<file path="config.mk">
export PLATFORM = sky130hd
export DESIGN_NAME = oversampling_clk_generator
export DESIGN_NICKNAME = d
export VERILOG_FILES = /design/src/rtl/ovsclk_pkg.sv /design/src/rtl/ovsclk_serial_div.sv /design/src/rtl/oversampling_clk_generator.sv
export SDC_FILE = /design/constraint.sdc
export NUM_CORES = 1
export LEC_CHECK = 0
export CAP_MARGIN = 20
export CORE_MARGIN = 3
export CORE_UTILIZATION = 60
export CTS_CLUSTER_SIZE = 30
export DETAILED_ROUTE_END_ITERATION = 7
export PLACE_DENSITY = 0.77
export SYNTH_ARGS = -nofsm -noshare
export SYNTH_HDL_FRONTEND = slang
export SYNTH_SLANG_ARGS = --single-unit
</file>
<file path="constraint.sdc">
create_clock -name clk -period 3.8 [get_ports clk]
set_input_delay 0.76 -clock clk [delete_from_list [all_inputs] [get_ports clk]]
set_output_delay 0.76 -clock clk [all_outputs]
set_load 0.005 [all_outputs]
</file>
<file path="src/rtl/ovsclk_pkg.sv">
// Shared types and constants for the oversampling clock generator and its
// serial divider.
package ovsclk_pkg;

   typedef enum logic [1:0] {
      IDLE,
      DIV,
      DONE
   } div_state_e;

   localparam int unsigned PROD_W    = 37;
   localparam int unsigned DIVISOR_W = PROD_W + 1;
   localparam int unsigned DIV_ITER  = 32;
   localparam int unsigned ITER_W    = $clog2(DIV_ITER);
   localparam int unsigned H_MIN     = 1;

endpackage

</file>
<file path="src/rtl/ovsclk_serial_div.sv">
// Serial restoring divider: one quotient bit per cycle, DIV_ITER iterations.
// A start pulse in any state aborts the current job and reloads the operands.
`timescale 1ns/1ps
module ovsclk_serial_div
   import ovsclk_pkg::*;
(
   input  logic                 clk,
   input  logic                 rst_n,
   input  logic                 start,
   input  logic [DIV_ITER-1:0]  dividend,
   input  logic [DIVISOR_W-1:0] divisor,
   output logic                 busy,
   output logic                 done,
   output logic [DIV_ITER-1:0]  quotient
);

   div_state_e           state_q, state_d;
   logic [ITER_W-1:0]    iter_q, iter_d;
   logic [DIVISOR_W:0]   rem_q, rem_d;
   logic [DIV_ITER-1:0]  quo_q, quo_d;
   logic [DIVISOR_W-1:0] dsr_q, dsr_d;
   logic [DIVISOR_W:0]   rem_shift;

   always_comb begin
      state_d   = state_q;
      iter_d    = iter_q;
      rem_d     = rem_q;
      quo_d     = quo_q;
      dsr_d     = dsr_q;
      // quo_q doubles as the dividend shift register: its MSB feeds the remainder
      rem_shift = {rem_q[DIVISOR_W-1:0], quo_q[DIV_ITER-1]};

      case (state_q)
         IDLE: ;
         DIV: begin
            if (rem_shift >= {1'b0, dsr_q}) begin
               rem_d = rem_shift - {1'b0, dsr_q};
               quo_d = {quo_q[DIV_ITER-2:0], 1'b1};
            end else begin
               rem_d = rem_shift;
               quo_d = {quo_q[DIV_ITER-2:0], 1'b0};
            end
            iter_d = iter_q + 1'b1;
            if (iter_q == ITER_W'(DIV_ITER - 1)) state_d = DONE;
         end
         DONE:    state_d = IDLE;
         default: state_d = IDLE;
      endcase

      if (start) begin
         state_d = DIV;
         iter_d  = '0;
         rem_d   = '0;
         quo_d   = dividend;
         dsr_d   = divisor;
      end
   end

   always_ff @(posedge clk or negedge rst_n) begin
      if (!rst_n) begin
         state_q <= IDLE;
         iter_q  <= '0;
         rem_q   <= '0;
         quo_q   <= '0;
         dsr_q   <= '0;
      end else begin
         state_q <= state_d;
         iter_q  <= iter_d;
         rem_q   <= rem_d;
         quo_q   <= quo_d;
         dsr_q   <= dsr_d;
      end
   end

   assign busy     = (state_q == DIV);
   assign done     = (state_q == DONE);
   assign quotient = quo_q;

endmodule

</file>
<file path="src/rtl/oversampling_clk_generator.sv">
// 50% duty square wave at rate_bd*oversampling_factor Hz from a CLK_FREQ_HZ clock.
// Optional macro OVSCLK_TICK_EN adds ovs_tick, a pulse on each output rising edge.
`timescale 1ns/1ps
module oversampling_clk_generator
   import ovsclk_pkg::*;
#(
   parameter int unsigned CLK_FREQ_HZ = 100_000_000
) (
   input  logic        clk,
   input  logic        rst,
   input  logic [31:0] rate_bd,
   input  logic [4:0]  oversampling_factor,
   output logic        oversampling_clock
`ifdef OVSCLK_TICK_EN
   ,
   output logic        ovs_tick
`endif
);

   logic [31:0]          cap_rate_q, cap_rate_d;
   logic [4:0]           cap_ovs_q, cap_ovs_d;
   logic                 out_q, out_d;
   logic [31:0]          cnt_q, cnt_d;
   logic [31:0]          act_h_q, act_h_d;
   logic                 act_vld_q, act_vld_d;
   logic [31:0]          pend_h_q, pend_h_d;
   logic                 pend_vld_q, pend_vld_d;

   logic                 change, new_zero, cap_zero, force_zero, accept;
   logic [PROD_W-1:0]    prod_in;
   logic [DIVISOR_W-1:0] divisor;
   logic [31:0]          h_new;
   logic                 div_busy, div_done;
   logic [DIV_ITER-1:0]  div_quo;

   assign change   = (rate_bd != cap_rate_q) || (oversampling_factor != cap_ovs_q);
   assign new_zero = (rate_bd == '0) || (oversampling_factor == '0);
   assign cap_zero = (cap_rate_q == '0) || (cap_ovs_q == '0);
   // A zero product takes effect on the capturing edge itself, not a cycle later
   assign force_zero = change ? new_zero : cap_zero;
   assign prod_in  = PROD_W'(rate_bd) * PROD_W'(oversampling_factor);
   assign divisor  = {prod_in, 1'b0};
   assign accept   = div_done && !cap_zero && !change;
   assign h_new    = (div_quo < H_MIN) ? H_MIN : div_quo;

   ovsclk_serial_div u_div (
      .clk      (clk),
      .rst_n    (rst),
      .start    (change),
      .dividend (CLK_FREQ_HZ),
      .divisor  (divisor),
      .busy     (div_busy),
      .done     (div_done),
      .quotient (div_quo)
   );

   always_comb begin
      cap_rate_d = change ? rate_bd : cap_rate_q;
      cap_ovs_d  = change ? oversampling_factor : cap_ovs_q;
      out_d      = out_q;
      cnt_d      = cnt_q;
      act_h_d    = act_h_q;
      act_vld_d  = act_vld_q;
      pend_h_d   = pend_h_q;
      pend_vld_d = pend_vld_q;

      if (force_zero) begin
         out_d      = 1'b0;
         cnt_d      = '0;
         act_vld_d  = 1'b0;
         pend_vld_d = 1'b0;
      end else begin
         if (act_vld_q) begin
            if (cnt_q == act_h_q - 32'd1) begin
               out_d = ~out_q;
               cnt_d = '0;
               if (pend_vld_q) begin
                  act_h_d    = pend_h_q;
                  pend_vld_d = 1'b0;
               end
            end else begin
               cnt_d = cnt_q + 32'd1;
            end
         end
         // A pending value is stale once a newer division has been launched
         if (change || div_busy) pend_vld_d = 1'b0;
         if (accept) begin
            if (act_vld_q) begin
               pend_h_d   = h_new;
               pend_vld_d = 1'b1;
            end else begin
               act_h_d   = h_new;
               act_vld_d = 1'b1;
               cnt_d     = '0;
               out_d     = 1'b0;
            end
         end
      end
   end

   always_ff @(posedge clk or negedge rst) begin
      if (!rst) begin
         cap_rate_q <= '0;
         cap_ovs_q  <= '0;
         out_q      <= 1'b0;
         cnt_q      <= '0;
         act_h_q    <= '0;
         act_vld_q  <= 1'b0;
         pend_h_q   <= '0;
         pend_vld_q <= 1'b0;
      end else begin
         cap_rate_q <= cap_rate_d;
         cap_ovs_q  <= cap_ovs_d;
         out_q      <= out_d;
         cnt_q      <= cnt_d;
         act_h_q    <= act_h_d;
         act_vld_q  <= act_vld_d;
         pend_h_q   <= pend_h_d;
         pend_vld_q <= pend_vld_d;
      end
   end

   assign oversampling_clock = out_q;

`ifdef OVSCLK_TICK_EN
   logic tick_q, tick_d;

   assign tick_d = out_d & ~out_q;

   always_ff @(posedge clk or negedge rst) begin
      if (!rst) tick_q <= 1'b0;
      else      tick_q <= tick_d;
   end

   assign ovs_tick = tick_q;
`endif

endmodule

</file>
=== Word level (Yosys, flattened, before mapping) ===
Cells that the tools add are included.

* Register bits after elaboration: 250
* Bits of input ports: 39
* Word-level logic and storage cells: 83

* Add/subtract/negate cells: 4
* $mul: 1
* $lt $le $gt $ge: 2
* Equality and inequality tests: 8
* Muxes and demuxes: 36
* Bitwise operators: 2
* Reduce and logical (&&, ||, !) cells: 17

{| class="wikitable"
|+ Operators with widths
! operator !! count
|-
| $mux W32 || 13
|-
| $mux W38 || 3
|-
| $logic_not A32 Y1 || 2
|-
| $ge A39 B38 Y1 || 1
|-
| $sub A38 B38 Y38 || 1
|-
| $mul A32 B5 Y37 || 1
|-
| $add A32 B1 Y32 const B || 1
|-
| $eq A32 B32 Y1 || 1
|-
| $lt A32 B1 Y1 const B || 1
|-
| $ne A32 B32 Y1 || 1
|-
| $sub A32 B1 Y32 const B || 1
|-
| $mux W1 || 15
|-
| $logic_not A5 Y1 || 2
|-
| $mux W5 || 2
|-
| $add A5 B1 Y5 const B || 1
|-
| $eq A5 B5 Y1 const B || 1
|-
| $ne A5 B5 Y1 || 1
|-
| $logic_or A1 B1 Y1 || 4
|-
| $mux W2 || 2
|-
| $pmux W2 S2 || 1
|-
| $reduce_bool A2 Y1 || 2
|-
| $ne A3 B2 Y1 const B || 1
|-
| $reduce_and A3 Y1 || 1
|-
| $eq A2 B1 Y1 const B || 1
|-
| other kinds (7) || 10
|}

=== Depth between registers and ports, before layout ===
* Word-level depth: 8
* Mapped depth: 20

=== Modules after synthesis ===
Synthesis repeated with hierarchy kept, for this count alone.

* Cells, all modules: 2229
* Area, all modules: 19894.1 um^2

{| class="wikitable"
|+ Modules (own cells, without submodules)
! module !! instances !! cells each !! area an instance (um^2)
|-
| oversampling_clk_generator || 1 || 1357 || 12453.2
|-
| ovsclk_serial_div || 1 || 872 || 7440.9
|}

=== Least setup slack after synthesis ===
Ideal clock, no wire load.

* Path type: input-to-reg
* Start point: input port oversampling_factor[2]
* End point: register u_div.dsr_q[21]
* Setup time: 0.139 ns
* Arrival time: 5.283 ns
* Required time: 3.661 ns
* Path slack: -1.622 ns
* Stages: 19
* Path buffers: 2
* Path through: clkbuf_1 > clkbuf_1 > and2_1 > fa_1 > fa_1 > inv_1 > fa_1 > inv_1 > ha_1 > a21o_1 > a221o_1 > o21ai_0 > nand3_1 > a21o_1 > a21oi_1 > nor3_1 > a2111oi_0 > xor2_1 > mux2i_1

* Longest elaborated chain between the ends: 2
* Elaborated cells on any way between the ends: 3
* Classes of those cells: mul (1); eq/ne (1); reduce/logical (1)

{| class="wikitable"
|+ Ends and longest elaborated chain
! item !! line !! RTL
|-
| start: declaration || oversampling_clk_generator.sv:12 || <nowiki>input logic [4:0] oversampling_factor,</nowiki>
|-
| branches (longest 2 deep; another with $mul A32 B5 Y37) || - ||
|-
| end signal: assignment || ovsclk_serial_div.sv:71 || <nowiki>dsr_q <= dsr_d;</nowiki>
|-
| end: declaration || ovsclk_serial_div.sv:21 || <nowiki>logic [DIVISOR_W-1:0] dsr_q, dsr_d;</nowiki>
|}

Several ways; the timed one is not identified.
A chain may end at the register's enable or synchronous reset.

=== Worst setup path in the final report ===
* Start point: input port rate_bd[12]
* End point: register u_div.dsr_q[37]

* Longest elaborated chain between the ends: 2
* Elaborated cells on any way between the ends: 3
* Classes of those cells: mul (1); eq/ne (1); reduce/logical (1)

{| class="wikitable"
|+ Ends and longest elaborated chain
! item !! line !! RTL
|-
| start: declaration || oversampling_clk_generator.sv:11 || <nowiki>input logic [31:0] rate_bd,</nowiki>
|-
| branches (longest 2 deep; another with $mul A32 B5 Y37) || - ||
|}

Several ways; the timed one is not identified.

==> results.sh <==
export IMPL_timing_hold_violations_final=0
export IMPL_syn_avg_cell_area_um2=8.86
export IMPL_max_freq_mhz=213
export IMPL_grt_max_degree=122
export IMPL_setup_viol=30
export IMPL_vias=16800
export IMPL_cp_cell_sequence="clkdlybuf4s15_2, buf_4, and2_1, fa_2, fa_1, inv_1, fa_1, inv_1, ha_4, a21oi_1, o211ai_1, o211ai_1, a21oi_2, o31ai_4, o21ai_4, buf_6, a221oi_2, o31a_1, xor2_1, mux2i_1"
export IMPL_syn_nets=2352
export IMPL_power_switching_mw=4.08
export IMPL_area_delta_synth_final_pct=24.9
export IMPL_synth_async_reset_ratio_pct=100
export IMPL_cts_clk_slew_worst_paths_ns=0.06
export IMPL_io_pins=40
export IMPL_die_area_um2=33700
export IMPL_synth_edf_count=0
export IMPL_cp_slowest_cell="fa_1"
export IMPL_worst_clock_skew_ns=0.0129
export IMPL_ctsHoldBuffers=0
export IMPL_critPathArrivalTime_ns=5.15
export IMPL_clkLatencyLatePin_ns=0.57
export IMPL_power_share_sequential_pct=27.7
export IMPL_drive_gt1_share_pct=24.2
export IMPL_initial_core_util_pct=61.4
export IMPL_place_area_um2=21300
export IMPL_antenna_cells=0
export IMPL_p_leak_nw=11.4
export IMPL_syn_cell_area_um2=18900
export IMPL_synth_top_area_share_pct=33.0
export IMPL_min_period_over_period_pct=124
export IMPL_p_sw_share_pct=36.2
export IMPL_ant_nets=0
export IMPL_fin_util_pct=76.7
export IMPL_synthFlopType="dfrtp_1"
export IMPL_hold_class="in2async"
export IMPL_wirelength_um=55300
export IMPL_violations="setup timing"
export IMPL_synth_area_top_cells="dfrtp_1, fa_1, ha_1"
export IMPL_yosys_warnings=0
export IMPL_clockPowerShare_pct=26.6
export IMPL_clockRootBuffer="clkbuf_16"
export IMPL_max_stage_delay_ns=0.59
export IMPL_antenna_found_initial=0
export IMPL_required_ns=4.24
export IMPL_track_usage_pct=32.1
export IMPL_slew_headroom_pct=31.4
export IMPL_grtUsageMet3_pct=4.91
export IMPL_grt_busiest_layer="met2"
export IMPL_cts_made_buffers=28
export IMPL_status="finished with violations"
export IMPL_crit_type="in2reg"
export IMPL_end_kind="flop"
export IMPL_fin_area_um2=23600
export IMPL_cts_htree_levels=1
export IMPL_die_w_um=184
export IMPL_io_buffers=39
export IMPL_power_density_nw_per_um2=477
export IMPL_cts_tree="built"
export IMPL_drt_iter0_drc=1239
export IMPL_critPathLaunchType="input port"
export IMPL_grt_use_met2_pct=57.1
export IMPL_use_met1_pct=37.9
export IMPL_cp_max_fo=5
export IMPL_layout_commonest_cell="dfrtp_1"
export IMPL_clk_path_buf_depth=3
export IMPL_pwr_share_comb_pct=45.7
export IMPL_rows=64
export IMPL_grt_pass1_vias=17500
export IMPL_layout_nets=2559
export IMPL_total_power_mw=11.3
export IMPL_dr_pass1_iters=5
export IMPL_synth_seq_cells=250
export IMPL_cts_num_sinks=250
export IMPL_overflow=0
export IMPL_wl_per_cell_um=20.0
export IMPL_rsz0062_at_grt="yes"
export IMPL_fin_ws_ns=-0.905
export IMPL_die_y_um=184
export IMPL_synth_largest_area_cell="dfrtp_1"
export IMPL_drcViolationCount=0
export IMPL_dp_hpwl_um=36000
export IMPL_synthDistinctLibCells=74
export IMPL_setup_tns_final_ns=-17.33
export IMPL_vdd_drop_max_v=0.000486
export IMPL_gp_congestion=0.916
export IMPL_drv_cap=0
export IMPL_mostFrequentLayoutCells="dfrtp_1, buf_4, nor2_1"
export IMPL_grt_first_pass_wirelength_um=88000
export IMPL_core_area_um2=30800
export IMPL_period_minus_slack_ns=4.71
export IMPL_synthCells=2136
export IMPL_internal_power_mw=7.20
export IMPL_viasPerCell=6.09
export IMPL_ys_seq_area_share_pct=33.0
export IMPL_tightest_slew_ns=1.03
export IMPL_maxSlewViolCount=0
[power groups by stage]
stage	registers, mW	logic, mW	clock network [mW]
after floorplan	3.10	2.71	0
after global placement	3.15	3.99	0
after detailed placement	3.16	4.10	0
after CTS	3.11	4.60	3.03
after global routing	3.15	5.56	3.15
final	3.12	5.16	3.01
[area by class of cell]
cell class	count	area, µm²
multi-input cells	1571	12300
clock buffers	35	777
repair buffers	318	2910
well taps	396	495
fillers	1965	7190
flip-flops and latches	250	6260
inverters	174	653
clock inverters	16	249
[synthesized netlist by cell type, types with 67 or more instances]
master	number
inv_1	174
fa_1	91
xnor2_1	88
nor2_1	199
dfrtp_1	250
nand2_1	192
clkbuf_1	124
xor2_1	82
ha_1	86
a21oi_1	112
nor4_1	67
and2_1	128
[worst max-delay path: cells and delay by family]
kind	cells	cell delay, ns
fa+ha+maj	4	1.79
compound gates	8	1.57
buf+inv	5	0.64
simple gates	1	0.17
xor+xnor	1	0.14
mux	1	0.09
[path summary, 6_finish.rpt]
| check | from | end | slack, ns | cells after the start |
|---|---|---|---|---|
| setup / recovery | rate_bd[12] | u_div.dsr_q[37] | -0.91 | 20 |
| hold / removal | rst | cnt_q[4] | 0.18 | 1 |
| setup reg to reg | act_h_q[0] | act_h_q[29] | 0.07 | 13 |
| hold reg to reg | pend_h_q[28] | pend_h_q[28] | 0.50 | 1 |
| max in group asynchronous | rst | pend_h_q[29] | 2.73 | 2 |
| min in group clk | rate_bd[22] | cap_rate_q[22] | 0.41 | 1 |
[stage by stage]
stage | std cells | hold WS (ns) | setup WS [ns]
4_1_cts | 2747 | 0.213 | -0.653
6_report | 2760 | 0.176 | -0.905
3_5_place_dp | 2655 | 0.473 | -1.83
2_1_floorplan | 2136 | 0.451 | -1.15
5_1_grt | 2760 | 0.223 | -0.998
3_3_place_gp | 2655 | 0.463 | -1.77
[routing by layer]
metal | part of all wire [%] | wire length (µm) | vias to the layer above
met4 | 6.4 | 3540 | 0
met1 | 38 | 20900 | 8255
met5 | 0 | 0 | -
met2 | 50 | 27800 | 643
li1 | - | - | 7647
met3 | 5.7 | 3150 | 258
[sequential cells by signal (all words and copies together) (netlist names), 5 cells and up]
name	flops
u_div.rem_q	38
u_div.dsr_q	37
act_h_q	32
cap_rate_q	32
cnt_q	32
pend_h_q	32
u_div.quotient	32
cap_ovs_q	5
u_div.iter_q	5
[logic make-up (layout without fill, tap and decap cells)]
family | after synthesis | in the layout | share of synthesized area, %
AND/OR/NAND/NOR | 831 | 831 | 22.3
AO/OA/AOI/OAI | 337 | 337 | 11.8
adder cells (fa/ha/maj) | 177 | 177 | 15.3
flip-flops | 250 | 250 | 33.0
buffers and inverters | 315 | 543 | 6.53
multiplexers | 56 | 56 | 3.18
XOR/XNOR | 170 | 170 | 7.87
[repair_timing]
action                     in CTS  in global routing
resized for setup             205                 65
pin swaps                     116                 47
cloned                          8                  0
setup endpoints to repair      35                 95
buffers inserted               35                 16
No activity file was read; power rests on OpenSTA's default activity.
